==> src/rtl/dff_univ_pkg.sv <==
// Shared mode encodings for the universal register and its next-state logic.
// Optional synchronous clear is enabled with `define DFF_UNIV_REG_SCLR_EN.
package dff_univ_pkg;

  localparam int MODE_BITS = 3;

  localparam logic [MODE_BITS-1:0] ENC_HOLD = 3'b000;
  localparam logic [MODE_BITS-1:0] ENC_LOAD = 3'b001;
  localparam logic [MODE_BITS-1:0] ENC_SHL  = 3'b010;
  localparam logic [MODE_BITS-1:0] ENC_SHR  = 3'b011;
  localparam logic [MODE_BITS-1:0] ENC_ROL  = 3'b100;
  localparam logic [MODE_BITS-1:0] ENC_ROR  = 3'b101;
  localparam logic [MODE_BITS-1:0] ENC_INC  = 3'b110;
  localparam logic [MODE_BITS-1:0] ENC_DEC  = 3'b111;

  typedef enum logic [MODE_BITS-1:0] {
    MODE_HOLD = ENC_HOLD,
    MODE_LOAD = ENC_LOAD,
    MODE_SHL  = ENC_SHL,
    MODE_SHR  = ENC_SHR,
    MODE_ROL  = ENC_ROL,
    MODE_ROR  = ENC_ROR,
    MODE_INC  = ENC_INC,
    MODE_DEC  = ENC_DEC
  } mode_e;

endpackage

==> src/rtl/dff_univ_next.sv <==
// Combinational next-state and terminal-count logic for dff_univ_reg.
// Unaffected by DFF_UNIV_REG_SCLR_EN; the clear override lives in the top.
module dff_univ_next
  import dff_univ_pkg::*;
#(
  parameter int WIDTH = 8
) (
  input  logic [WIDTH-1:0] q,
  input  mode_e            mode,
  input  logic [WIDTH-1:0] d,
  input  logic             sil,
  input  logic             sir,
  output logic [WIDTH-1:0] q_next,
  output logic             tc
);

  always_comb begin
    q_next = q;
    tc     = 1'b0;
    case (mode)
      MODE_HOLD: q_next = q;
      MODE_LOAD: q_next = d;
      MODE_SHL:  q_next = {q[WIDTH-2:0], sir};
      MODE_SHR:  q_next = {sil, q[WIDTH-1:1]};
      MODE_ROL:  q_next = {q[WIDTH-2:0], q[WIDTH-1]};
      MODE_ROR:  q_next = {q[0], q[WIDTH-1:1]};
      // tc flags the wrap so a cascaded stage can use tc&cp as its enable
      MODE_INC: begin
        q_next = q + WIDTH'(1);
        tc     = &q;
      end
      MODE_DEC: begin
        q_next = q - WIDTH'(1);
        tc     = ~|q;
      end
      default:   q_next = q;
    endcase
  end

endmodule

==> src/rtl/dff_univ_reg.sv <==
// WIDTH-bit universal register (hold/load/shift/rotate/count) with async reset.
// Define DFF_UNIV_REG_SCLR_EN to add the synchronous clear input sclr.
module dff_univ_reg
  import dff_univ_pkg::*;
#(
  parameter int               WIDTH   = 8,
  parameter logic [WIDTH-1:0] RST_VAL = '0
) (
  input  logic             clk,
  input  logic             r,
  input  logic             cp,
  input  logic [2:0]       mode,
  input  logic [WIDTH-1:0] d,
  input  logic             sir,
  input  logic             sil,
`ifdef DFF_UNIV_REG_SCLR_EN
  input  logic             sclr,
`endif
  output logic [WIDTH-1:0] q,
  output logic [WIDTH-1:0] qn,
  output logic             sol,
  output logic             sor,
  output logic             tc
);

  logic [WIDTH-1:0] q_q;
  logic [WIDTH-1:0] q_d;
  logic [WIDTH-1:0] q_nxt;
  logic             tc_raw;
  mode_e            mode_s;

  assign mode_s = mode_e'(mode);

  dff_univ_next #(
    .WIDTH (WIDTH)
  ) u_next (
    .q      (q_q),
    .mode   (mode_s),
    .d      (d),
    .sil    (sil),
    .sir    (sir),
    .q_next (q_nxt),
    .tc     (tc_raw)
  );

  always_comb begin
    q_d = q_q;
`ifdef DFF_UNIV_REG_SCLR_EN
    if (cp) q_d = sclr ? RST_VAL : q_nxt;
`else
    if (cp) q_d = q_nxt;
`endif
  end

  always_ff @(posedge clk or posedge r) begin
    if (r) q_q <= RST_VAL;
    else   q_q <= q_d;
  end

  assign q   = q_q;
  assign qn  = ~q_q;
  assign sol = q_q[WIDTH-1];
  assign sor = q_q[0];
`ifdef DFF_UNIV_REG_SCLR_EN
  assign tc  = tc_raw & ~sclr;
`else
  assign tc  = tc_raw;
`endif

endmodule
==> config.mk <==
export PLATFORM = sky130hd
export DESIGN_NAME = dff_univ_reg
export DESIGN_NICKNAME = d
export VERILOG_FILES = /design/src/rtl/dff_univ_pkg.sv /design/src/rtl/dff_univ_next.sv /design/src/rtl/dff_univ_reg.sv
export SDC_FILE = /design/constraint.sdc
export NUM_CORES = 1
export LEC_CHECK = 0
export BUFFER_PORTS_ARGS = -buffer_cell sky130_fd_sc_hd__buf_2
export CELL_PAD_IN_SITES_DETAIL_PLACEMENT = 1
export CELL_PAD_IN_SITES_GLOBAL_PLACEMENT = 2
export CORE_ASPECT_RATIO = 2
export CORE_MARGIN = 3
export CORE_UTILIZATION = 25
export DETAILED_ROUTE_END_ITERATION = 7
export PLACE_DENSITY = 0.8
export REMOVE_ABC_BUFFERS = 1
export SYNTH_ARGS = -nofsm -noshare
export SYNTH_HDL_FRONTEND = slang
export SYNTH_SLANG_ARGS = --single-unit
==> constraint.sdc <==
create_clock -name clk -period 2.3 [get_ports clk]
set_clock_uncertainty 0.1 [all_clocks]
set_input_delay 0.575 -clock clk [delete_from_list [all_inputs] [get_ports clk]]
set_output_delay 0.575 -clock clk [all_outputs]
set_load 0.01 [all_outputs]
# Word level (Yosys, flattened, before mapping)
# Cells that the tools add are included.
# word_totals
register_bits,8
input_bits,16
out_inout_bits,19
word_cells,19
# classes
add_sub_neg,2
n_eq_ne,7
muxes,2
n_bitwise,2
reduce_logical,5
# ops
op,n
$pmux W8 S7,1
$eq A3 B3 Y1 const B,4
$add A8 B1 Y8 const B,1
$not A8 Y8,1
$reduce_and A8 Y1,1
$reduce_or A8 Y1,1
$sub A8 B1 Y8 const B,1
$eq A3 B2 Y1 const B,2
$eq A3 B1 Y1 const B,1
$logic_not A3 Y1,1
$pmux W1 S2,1
$reduce_and A2 Y1,1
$logic_not A1 Y1,1
$not A1 Y1,1

# Longest topological paths before layout
# Gate-level depths: netlist of run 1.
# logic_depth
depth_word,3
depth_mapped,8
mapped_depth_nobuf,8

# By module
# A second synthesis of run 1 with hierarchy kept.
# hier_totals
hier_cells,136
area_unflattened_um2,1056.0
# modules_own_cells
mod,instances,cells_per_inst,area_each_um2,seq_area_each_um2
dff_univ_next,1,108,675.6,0.0
dff_univ_reg,1,28,380.4,200.2

# Least setup slack after synthesis of run 1
# Ideal clock, no wire load.
# synth_timing
path_kind,input port to output port
start,input port mode[0]
end,output port tc
arrival_time_ns,1.666
required_ns,1.625
setup_slack_ns,-0.041
cell_stages,4
n_path_buf,2
path_cell_list,buf_2 buf_1 or4_1 a21oi_1
# synth_via
elab_chain_len,2
elab_cells_between_ends,3
cone_classes,eq/ne (2); mux (1)
# synth_lines
item,line_no,text
start: declaration,dff_univ_reg.sv:12,"input logic [2:0] mode,"
$eq A3 B3 Y1,dff_univ_next.sv:20,case (mode)
$pmux W1 S2 *,dff_univ_next.sv:20,
end: declaration,dff_univ_reg.sv:23,output logic tc
# Mark *: on every way between the ends. The rest lies on a longest branch, timed or not.

# Worst setup path in the final report of run 1
# layout_timing
start,"register q_q[1], in the netlist q[1]"
end,output port tc
# layout_via
elab_chain_len,3
elab_cells_between_ends,4
cone_classes,mux (1); reduce/logical (3)
# layout_lines
item,line_no,text
start: declaration,dff_univ_reg.sv:26,logic [WIDTH-1:0] q_q;
start signal: assignment,dff_univ_reg.sv:57,else q_q <= q_d;
$reduce_or A8 Y1,dff_univ_next.sv:34,tc = ~|q;
$logic_not A1 Y1,dff_univ_next.sv:34,
$pmux W1 S2 *,dff_univ_next.sv:20,
# Marked as above.

==> reports/qor.yml, run 1 <==
cts:
  cts_tree: "yes"
  clk_pin_slew_ns: 0.04
  cts_root_buf: "clkbuf_8"
  htreeDepth: 1
  cts-buffers-inserted: 3
  clockBufferDepth: 2
  clock-sinks: 8
  ctsHoldBuffers: 0
  clk_latency_ns: 0.23
synth:
  synth_ff_type: "dfrtp_1"
  synth_edf_count: 0
  yosysWarnings: 0
  synth_cell_types: 42
  syn_area_um2: 936
  synth-seq-cells: 8
  yosysSeqAreaShare_pct: 21.4
  syn_area_per_cell_um2: 7.09
  synthArstFlopShare_pct: 100
  netlist_instances: 132
global_routing:
  grt_usage_pct: 15.5
  grt_pass1_vias: 1195
  grt_pass1_wl_um: 5530
  grt_max_degree: 24
  grt-ovfl-total: 0
  antenna_found_initial: 0
layout:
  nFillCells: 465
  final_cell_mix: "buf_2 (34), nor2_1 (16), buf_4 (14)"
  final_common_cell: "buf_2"
  antennaDiodeCount: 0
  largest_reg_flops: 8
  nets: 188
  area_growth_pct: 32.8
  layout-drive-gt1-share_pct: 32.5
setup_path:
  arrival_ns: 1.74
  critPathLaunch: "q[1]"
  critPathRequiredTime_ns: 1.62
  critPathLaunchType: "flop"
  worstReg2RegStart: "q[1]"
  reg2reg_depth: 8
  worstSetupPathType: "reg -> out"
  cp-end-kind: "output port"
  critPathMaxFanout: 2
sta:
  setup-violations-final: 1
  timing.hold.ws_ns: 0.200
  rsz0062_at_grt: "yes"
  setup_ws_ns: -0.119
  fin_crit_sh_pct: 105
  max_freq_ghz: 0.413
  maxSlewViolCount: 0
  finalCriticalPeriod_ns: 2.42
  final_hold_viol_count: 0
  slew_headroom_pct: 70.1
  tightest_slew_ns: 0.445
run_status:
  violations: "negative setup slack"
  outcome: "complete, but fails checks"
floorplan:
  ios: 35
  die_width_um: 49.3
  start_util_pct: 26.8
  fp.dieH_um: 92.5
  core-area_um2: 3490
  fp-row-count: 30
  dieArea_um2: 4560
drt:
  vias: 1119
  drtIter0Drc: 28
  viasPerCell: 5.16
  drt_wl_total_um: 3320
  post_drt_wl_per_cell_um: 15.3
  dr.pass1.iters: 4
  drcViolationCount: 0
  final_antenna_net_count: 0
power:
  max-vdd-ir-drop_v: 0.000190
  power_mw: 0.773
  leakage_nw: 0.564
  p_per_area_nw_per_um2: 622
placement:
  io_buffers: 34
  dp_hpwl_um: 2680
  gp_congestion: 0.826
hold_path:
  hp-class: "in -> async"
job:
  maxCapViolations: 0
==> critical path, cell delays in order, from the launching register on <==
cell	delay, ns
dfrtp_1	0.39
or4_4	0.56
nor4_4	0.17
nand3_1	0.10
a21oi_1	0.15
buf_2	0.14
==> stage by stage <==
step	std cells	util (%)	setup TNS [ns]	cell area [um^2]	worst slack, ns
after detailed placement	214	34.4	-0.0609	1200	-0.0609
after CTS	217	35.6	-0.125	1240	-0.125
after global routing	217	35.6	-0.177	1240	-0.177
final	217	35.6	-0.119	1240	-0.119
after floorplan	118	-	0	865	0.0766
after global placement	214	34.4	-0.0110	1200	-0.0110
==> Yosys cell counts (all sizes together), types with 2 or more instances <==
library cell   n  area share, %
inv           11            4.4
nand2b         5            3.3
nor2          16            6.4
or4            3            2.8
nand2          8            3.2
o22ai          2            1.3
dfrtp          8             21
a21oi          9            4.8
mux2i          6            6.4
nor3           7            3.7
o31ai          2            1.6
nand3          4            2.7
a211oi         7            5.6
xnor2          2            1.9
buf            8            5.2
o21ai          8            4.3
clkbuf         6            2.4
nand4          2            1.3
==> power by group <==
part           switching, mW  internal (mW)
Sequential            0.0497          0.170
Clock                 0.0573          0.114
Combinational          0.216          0.166
==> metal layers <==
metal	wire (um)	part of all wire, %	GRT usage [%]
met2	1830	55	28.4
met5	0	0	0
met3	79	2.4	1.13
met4	102	3.1	9.74
met1	1310	39	16.7
==> layout make-up <==
| cell class | count | area, um^2 | area share, % |
|---|---|---|---|
| timing repair buffer | 48 | 275 | 22.2 |
| inverter | 11 | 41.3 | 3.32 |
| multi-input combinational | 99 | 623 | 50.2 |
| tap | 48 | 60.1 | 4.83 |
| clock buffer | 3 | 41.3 | 3.32 |
| sequential | 8 | 201 | 16.2 |
==> final timing paths <==
kind | endpoint | slack (ns)
setup / recovery | tc | -0.12
hold / removal | q[1] | 0.20
setup reg to reg | q[4] | 0.22
hold reg to reg | q[7] | 0.55
max in group asynchronous | q[4] | 1.62
min in group clk | q[7] | 0.55
==> repair_timing <==
| action | in CTS | in global routing |
|---|---|---|
| endpoints found under the setup margin | 1 | 1 |
| buffers inserted | 0 | 0 |
| pin swaps | 0 | 0 |
| gates resized for setup | 0 | 1 |
==> kinds of logic (layout without fill, tap and decap cells) <==
logic type               after synthesis  count (layout)  share of synthesized area, %
adder cells (fa/ha/maj)                1               1                          1.34
flip-flops                             8               8                          21.4
buffers and inverters                 25              62                          12.0
multiplexers                           6               6                          6.42
AO/OA/AOI/OAI                         39              39                          27.4
XOR/XNOR                               2               2                          1.87
AND/OR/NAND/NOR                       51              51                          29.5
Power figures use the tool's default switching activity.
==> run 2, diff against run 1 <==
Settings changed: ABC_AREA set to 1, CORE_UTILIZATION 25 to 23.
==> run 2 against run 1 <==
The flow now finishes without violations. Via count rose by 13%. Sequential share of layout area down 0.094 points. Sequential power fell by 5%. Clock power grew 5%. Sequential cell count unchanged. Utilization decreased by 3.5 points. Critical endpoint unchanged.
==> reports/qor.yml, run 2 <==
drt:
  post_drt_wl_per_cell_um: 14.3  # -6.6%
  drcViolationCount: 0  # unchanged
  viasPerCell: 4.94  # -4.2%
  final_antenna_net_count: 0  # unchanged
  dr.pass1.iters: 4  # unchanged
  drtIter0Drc: 10  # -64%
  drt_wl_total_um: 3670  # +11%
  vias: 1270  # +13%
global_routing:
  grt_pass1_wl_um: 6310  # +14%
  met2_usage_pct: 30.5  # +2.1 points
  grtUsageMet1_pct: 16.0  # -0.70 points
  met3_usage_pct: 1.39  # +0.26 points
  grt_pass1_vias: 1392  # +16%
  grt-ovfl-total: 0  # unchanged
  antenna_found_initial: 0  # unchanged
  grt-busiest-layer: "met2"
  grt_max_degree: 11  # -54%
  grt_usage_pct: 16.4  # +0.90 points
sta:
  maxSlewViolCount: 0  # unchanged
  slew_headroom_pct: 52.7  # -17 points
  setup-violations-final: 0  # -1
  timing.hold.ws_ns: 0.184  # -0.0167 ns
  final_hold_viol_count: 0  # unchanged
  fin_crit_sh_pct: 92.4  # -13 points
  finalCriticalPeriod_ns: 2.12  # -0.295 ns
  max_freq_ghz: 0.471  # +14%
  tightest_slew_ns: 0.705  # +0.261 ns
  setup_tns_ns: 0  # +0.119 ns
  rsz0062_at_grt: "no"
  setup_ws_ns: 0.176  # +0.295 ns
layout:
  final_common_cell: "nand2_1"
  nets: 225  # +20%
  antennaDiodeCount: 0  # unchanged
  layout-drive-gt1-share_pct: 23.8  # -8.8 points
  ff_latch_area_um2: 203  # +0.62%
  multi_input_area_um2: 622  # -0.20%
  final_cell_mix: "nand2_1 (62), buf_2 (34), inv_1 (29)"
  largest_reg_flops: 8  # unchanged
  area_growth_pct: 32.6
  nFillCells: 576  # +24%
cts:
  ctsHoldBuffers: 0  # unchanged
  clk_latency_ns: 0.24  # about the same
  cts-buffers-inserted: 3  # unchanged
  clock-sinks: 8  # unchanged
  clk_pin_slew_ns: 0.04  # about the same
  cts_setup_buffers: 0  # unchanged
  cts_tree: "yes"
  cts_root_buf: "clkbuf_8"
  htreeDepth: 1  # unchanged
  clockBufferDepth: 2  # unchanged
power:
  max-vdd-ir-drop_v: 0.000280  # +47%
  p_per_area_nw_per_um2: 624  # +0.35%
  leakage_nw: 0.715  # +27%
synth:
  syn_area_um2: 948  # +1.3%
  synthTopCellsByArea: "nand2_1 (25%), dfrtp_1 (21%), inv_1 (11%)"
  synth_ff_type: "dfrtp_1"
  yosysWarnings: 0  # unchanged
  synthArstFlopShare_pct: 100  # unchanged
  yosysTopAreaCell: "nand2_1"
  synth_edf_count: 0  # unchanged
  synth-seq-cells: 8  # unchanged
  netlist_instances: 166  # +26%
  yosysTopAreaCellShare_pct: 24.5  # +3.1 points
  synth_cell_types: 26  # -38%
  yosysMostFrequentCell: "nand2_1"
  syn_area_per_cell_um2: 5.71  # -19%
  yosysSeqAreaShare_pct: 21.1  # -0.28 points
  yosys-top-cells-count: "nand2_1 (62), inv_1 (29), nand3_1 (19)"
floorplan:
  die_width_um: 51.4  # +4.3%
  dieArea_um2: 4980  # +9.2%
  ios: 35  # unchanged
  fp-row-count: 32  # +6.7%
  start_util_pct: 24.2  # -2.6 points
  fp.dieH_um: 96.8  # +4.6%
  core-area_um2: 3920  # +12%
hold_path:
  hp-class: "in -> async"
setup_path:
  critPathLaunchType: "input pin"
  arrival_ns: 1.45  # -0.29 ns
  slowest_stage: "o31ai_1"
  critPathRequiredTime_ns: 1.62  # about the same
  cp-end-kind: "output port"
  crit_family: "simple AND/OR/NAND/NOR gates"
  critPathMaxStageDelay_ns: 0.23  # -0.33 ns
  crit_chain: "buf_2, nand2_1, nor2_4, nand2_1, o31ai_1, buf_2"
  worstSetupPathType: "in -> out"
  crit_buf_inv: 2  # +1
  critPathMaxFanout: 7  # +5
placement:
  dp_hpwl_um: 3040  # +13%
  io_buffers: 34  # unchanged
  pre_cts_ws_ns: 0.130  # +0.191 ns
  gp_congestion: 0.837  # +1.4%
run_status:
  outcome: "completed"
job:
  maxCapViolations: 0  # unchanged
## run 2: cell count changes after synthesis, sizes merged, moves of 7 or more
cell,delta
nand2,+54
inv,+19
nand3,+15
nor2,-11
nor3,-7
## run 2: final timing paths
path	from	to	slack, ns	cells after the start
hold / removal	r	q[3]	0.18	2
max in group asynchronous	r	q[2]	1.65	2
min in group clk	q[7]	q[7]	0.46	2
setup reg to reg	q[1]	q[4]	0.36	14
setup / recovery	mode[1]	tc	0.18	6
hold reg to reg	q[7]	q[7]	0.46	2
## run 2: layer usage
| layer | wire [um] | share of wire, % |
|---|---|---|
| met3 | 114 | 3.1 |
| met1 | 1360 | 37 |
| met2 | 2070 | 56 |
| met4 | 129 | 3.5 |
| met5 | 0 | 0 |
## run 2: per-stage QoR
step | cells | area, um^2 | utilization (%) | power, mW
finish | 257 | 1260 | 32.0 | 0.785
global route | 257 | 1260 | 32.0 | 0.863
CTS | 257 | 1250 | 31.8 | 0.794
detailed placement | 254 | 1210 | 30.8 | 0.609
global placement | 254 | 1210 | 30.8 | 0.604
floorplan | 163 | 928 | - | 0.438
## run 2: timing repair
item	in CTS	in global routing
hold endpoints to repair	0	0
resized for setup	0	3
setup endpoints to repair	0	1
## run 2: cell type report
class	instances	share of cell area, %
clock buffer	3	3.28
inverter	30	8.96
multi-input combinational	125	49.5
sequential	8	16.1
tap	51	5.07
timing repair buffer	40	17.1
## run 2: logic make-up after synthesis
kind of cell | Yosys count | share of synthesized area [%]
buffers and inverters | 33 | 14.0
DFF | 8 | 21.1
adders and majority gates | 1 | 1.32
xor gates and xnor gates | 1 | 0.924
and+or+nand+nor | 93 | 42.2
AOI/OAI and AO/OA | 30 | 20.4
## run 2: report_power, final
group	internal (mW)	switching, mW	total (mW)
registers	0.170	0.0386	0.208
clock network	0.114	0.0651	0.179
logic	0.145	0.252	0.397
==> run 3, diff against run 2 <==
Settings changed: CTS_BUF_LIST set to sky130_fd_sc_hd__clkbuf_16.
==> run 3 against run 2 <==
Utilization increased by 0.67 points. Final cell count stayed put. Worst hold slack gained 0.0061 ns. Maximum frequency shrank 0.55%. Count of clock-buffer cells in the layout unchanged. Sequential cell count unchanged. Register-to-register slack hardly changed. Sequential share of layout area is 0.43 points lower. Power increased by 15%. Via count rose by 0.71%. Highest routed layer unchanged. Combinational power about the same.
==> reports/qor.yml, run 3 (same netlist as run 2, synthesis figures left out) <==
power:
  max-vdd-ir-drop_v: 0.000390  # +40%
  swShare_pct: 40.3  # -5.1 points
  p_int_mw: 0.538  # +25%
  power_frac_clock_pct: 32.8  # +10 points
  p_per_area_nw_per_um2: 702  # +13%
  p_switching_mw: 0.364  # +2.1%
  leakage_nw: 0.731  # +2.3%
  seq_power_share_pct: 23.3  # -3.2 points
  pwr-share-comb_pct: 43.9  # -6.7 points
setup_path:
  crit_buf_inv: 2  # unchanged
  crit_path_end: "tc"
  arrival_ns: 1.46  # about the same
  critical_path_depth: 5  # -1
  timing.reg2reg.setup_slack_ns: 0.35  # about the same
  cp-end-kind: "output port"
  critPathLaunchType: "flop"
  critPathLaunch: "q[7]"
  worstSetupPathType: "reg -> out"
  r2r_end: "q[6]"
  worstReg2RegStart: "q[1]"
  crit_chain: "inv_1, nor4_1, nand3_1, o31ai_1, buf_2"
  critPathRequiredTime_ns: 1.62  # about the same
  crit_family: "simple AND/OR/NAND/NOR gates"
  critPathMaxFanout: 5  # -2
  critPathMaxStageDelay_ns: 0.40  # +0.17 ns
  slowest_stage: "dfrtp_1"
  reg2reg_depth: 13  # -1
floorplan:
  fp-row-count: 32  # unchanged
  core-area_um2: 3920  # unchanged
  fp.dieH_um: 96.8  # unchanged
  die_width_um: 51.4  # unchanged
  dieArea_um2: 4980  # unchanged
  ios: 35  # unchanged
  start_util_pct: 24.2  # unchanged
drt:
  drt_wl_total_um: 3730  # +1.7%
  drcViolationCount: 0  # unchanged
  dr.pass1.iters: 4  # unchanged
  viasPerCell: 4.98  # +0.71%
  post_drt_wl_per_cell_um: 14.5  # +1.7%
  drtIter0Drc: 20  # +10
  vias: 1279  # +0.71%
  final_antenna_net_count: 0  # unchanged
layout:
  fin_area_um2: 1280  # +2.1%
  nets: 225  # unchanged
  antennaDiodeCount: 0  # unchanged
  largest_reg_flops: 8  # unchanged
  area_growth_pct: 35.4
  final_cell_mix: "nand2_1 (62), buf_2 (34), inv_1 (29)"
  multi_input_area_um2: 616  # -1.0%
  final_common_cell: "nand2_1"
  nFillCells: 576  # unchanged
  layout-drive-gt1-share_pct: 22.8  # -0.97 points
  ff_latch_area_um2: 201  # -0.62%
cts:
  clk_pin_slew_ns: 0.04  # about the same
  clk_latency_ns: 0.23  # about the same
  clock-sinks: 8  # unchanged
  cts_root_buf: "clkbuf_16"
  cts-buffers-inserted: 3  # unchanged
  cts_setup_buffers: 0  # unchanged
  htreeDepth: 1  # unchanged
  clockBufferDepth: 2  # unchanged
  cts_tree: "yes"
placement:
  dpl-instance-area_um2: 1210  # unchanged
  dp_hpwl_um: 3040  # unchanged
  io_buffers: 34  # unchanged
  gp_congestion: 0.837  # unchanged
sta:
  final_hold_viol_count: 0  # unchanged
  setup-violations-final: 0  # unchanged
  finalCriticalPeriod_ns: 2.14  # +0.0118 ns
  rsz0062_at_grt: "no"
  setup_tns_ns: 0  # unchanged
  fin_crit_sh_pct: 92.9  # +0.51 points
  slew_headroom_pct: 53.3  # +0.65 points
  maxSlewViolCount: 0  # unchanged
  max_freq_ghz: 0.468  # -0.55%
  tightest_slew_ns: 0.695  # -0.00973 ns
global_routing:
  grt_pass1_wl_um: 6290  # -0.44%
  grt_max_degree: 11  # unchanged
  grt-ovfl-total: 0  # unchanged
  antenna_found_initial: 0  # unchanged
  grt_pass1_vias: 1387  # -0.36%
  grt_usage_pct: 16.3  # -0.18 points
job:
  maxCapViolations: 0  # unchanged
run_status:
  outcome: "completed"
hold_path:
  hp-class: "in -> async"
## run 3: power by group through the flow
stage	registers [mW]	logic, mW	clock network [mW]
2_1_floorplan	0.221	0.217	0
5_1_grt	0.216	0.452	0.310
4_1_cts	0.209	0.404	0.300
3_5_place_dp	0.209	0.399	0
3_3_place_gp	0.210	0.394	0
6_report	0.210	0.396	0.296
## run 3: layout make-up
type | count | area share [%]
multi-input cells | 125 | 48.0
repair buffers | 40 | 16.8
flip-flops and latches | 8 | 15.7
inverters | 30 | 8.77
clock buffers | 3 | 5.85
well taps | 51 | 4.97
## run 3: stage by stage
step	utilization (%)	hold WS [ns]	std cells	setup WS (ns)	total power, mW
final	32.7	0.190	257	0.164	0.902
after global routing	32.7	0.222	257	0.00689	0.978
after CTS	32.7	0.201	257	0.106	0.913
after detailed placement	30.8	0.446	254	0.130	0.609
after global placement	30.8	0.436	254	0.177	0.604
after floorplan	-	0.291	163	0.303	0.438
## run 3: routing by layer
| layer | GRT usage [%] | vias up | wire length [um] |
|---|---|---|---|
| met2 | 30.7 | 32 | 2120 |
| met5 | 0 | - | 0 |
| met4 | 9.29 | 0 | 101 |
| met1 | 16.0 | 607 | 1390 |
| li1 | - | 627 | - |
| met3 | 1.39 | 13 | 119 |
## run 3: what timing repair did
action	in CTS	in global routing
resized for setup	0	1
hold buffers	0	0
endpoints found under the setup margin	0	1
## run 3: worst reg2reg max path, cell delays in order (launching register included)
cell and delay [ns]:
dfrtp_2 0.45, inv_1 0.18, nand2_1 0.10, nand2_1 0.07
inv_1 0.04, ha_1 0.16, a21oi_1 0.16, nor2_1 0.11
nand3_1 0.11, nand3b_1 0.08, nand3_1 0.10, nand2_1 0.07
nand2_1 0.07, nand2_1 0.04
## run 3: how the worst min path moves through the flow
stage / start / to / slack [ns] / depth (start not counted)
after detailed placement: r / q[4] / 0.45 / 2
after CTS: r / q[4] / 0.20 / 2
after floorplan: r / q[0] / 0.29 / 1
after global routing: r / q[4] / 0.22 / 2
final: r / q[4] / 0.19 / 2
after global placement: r / q[4] / 0.44 / 2
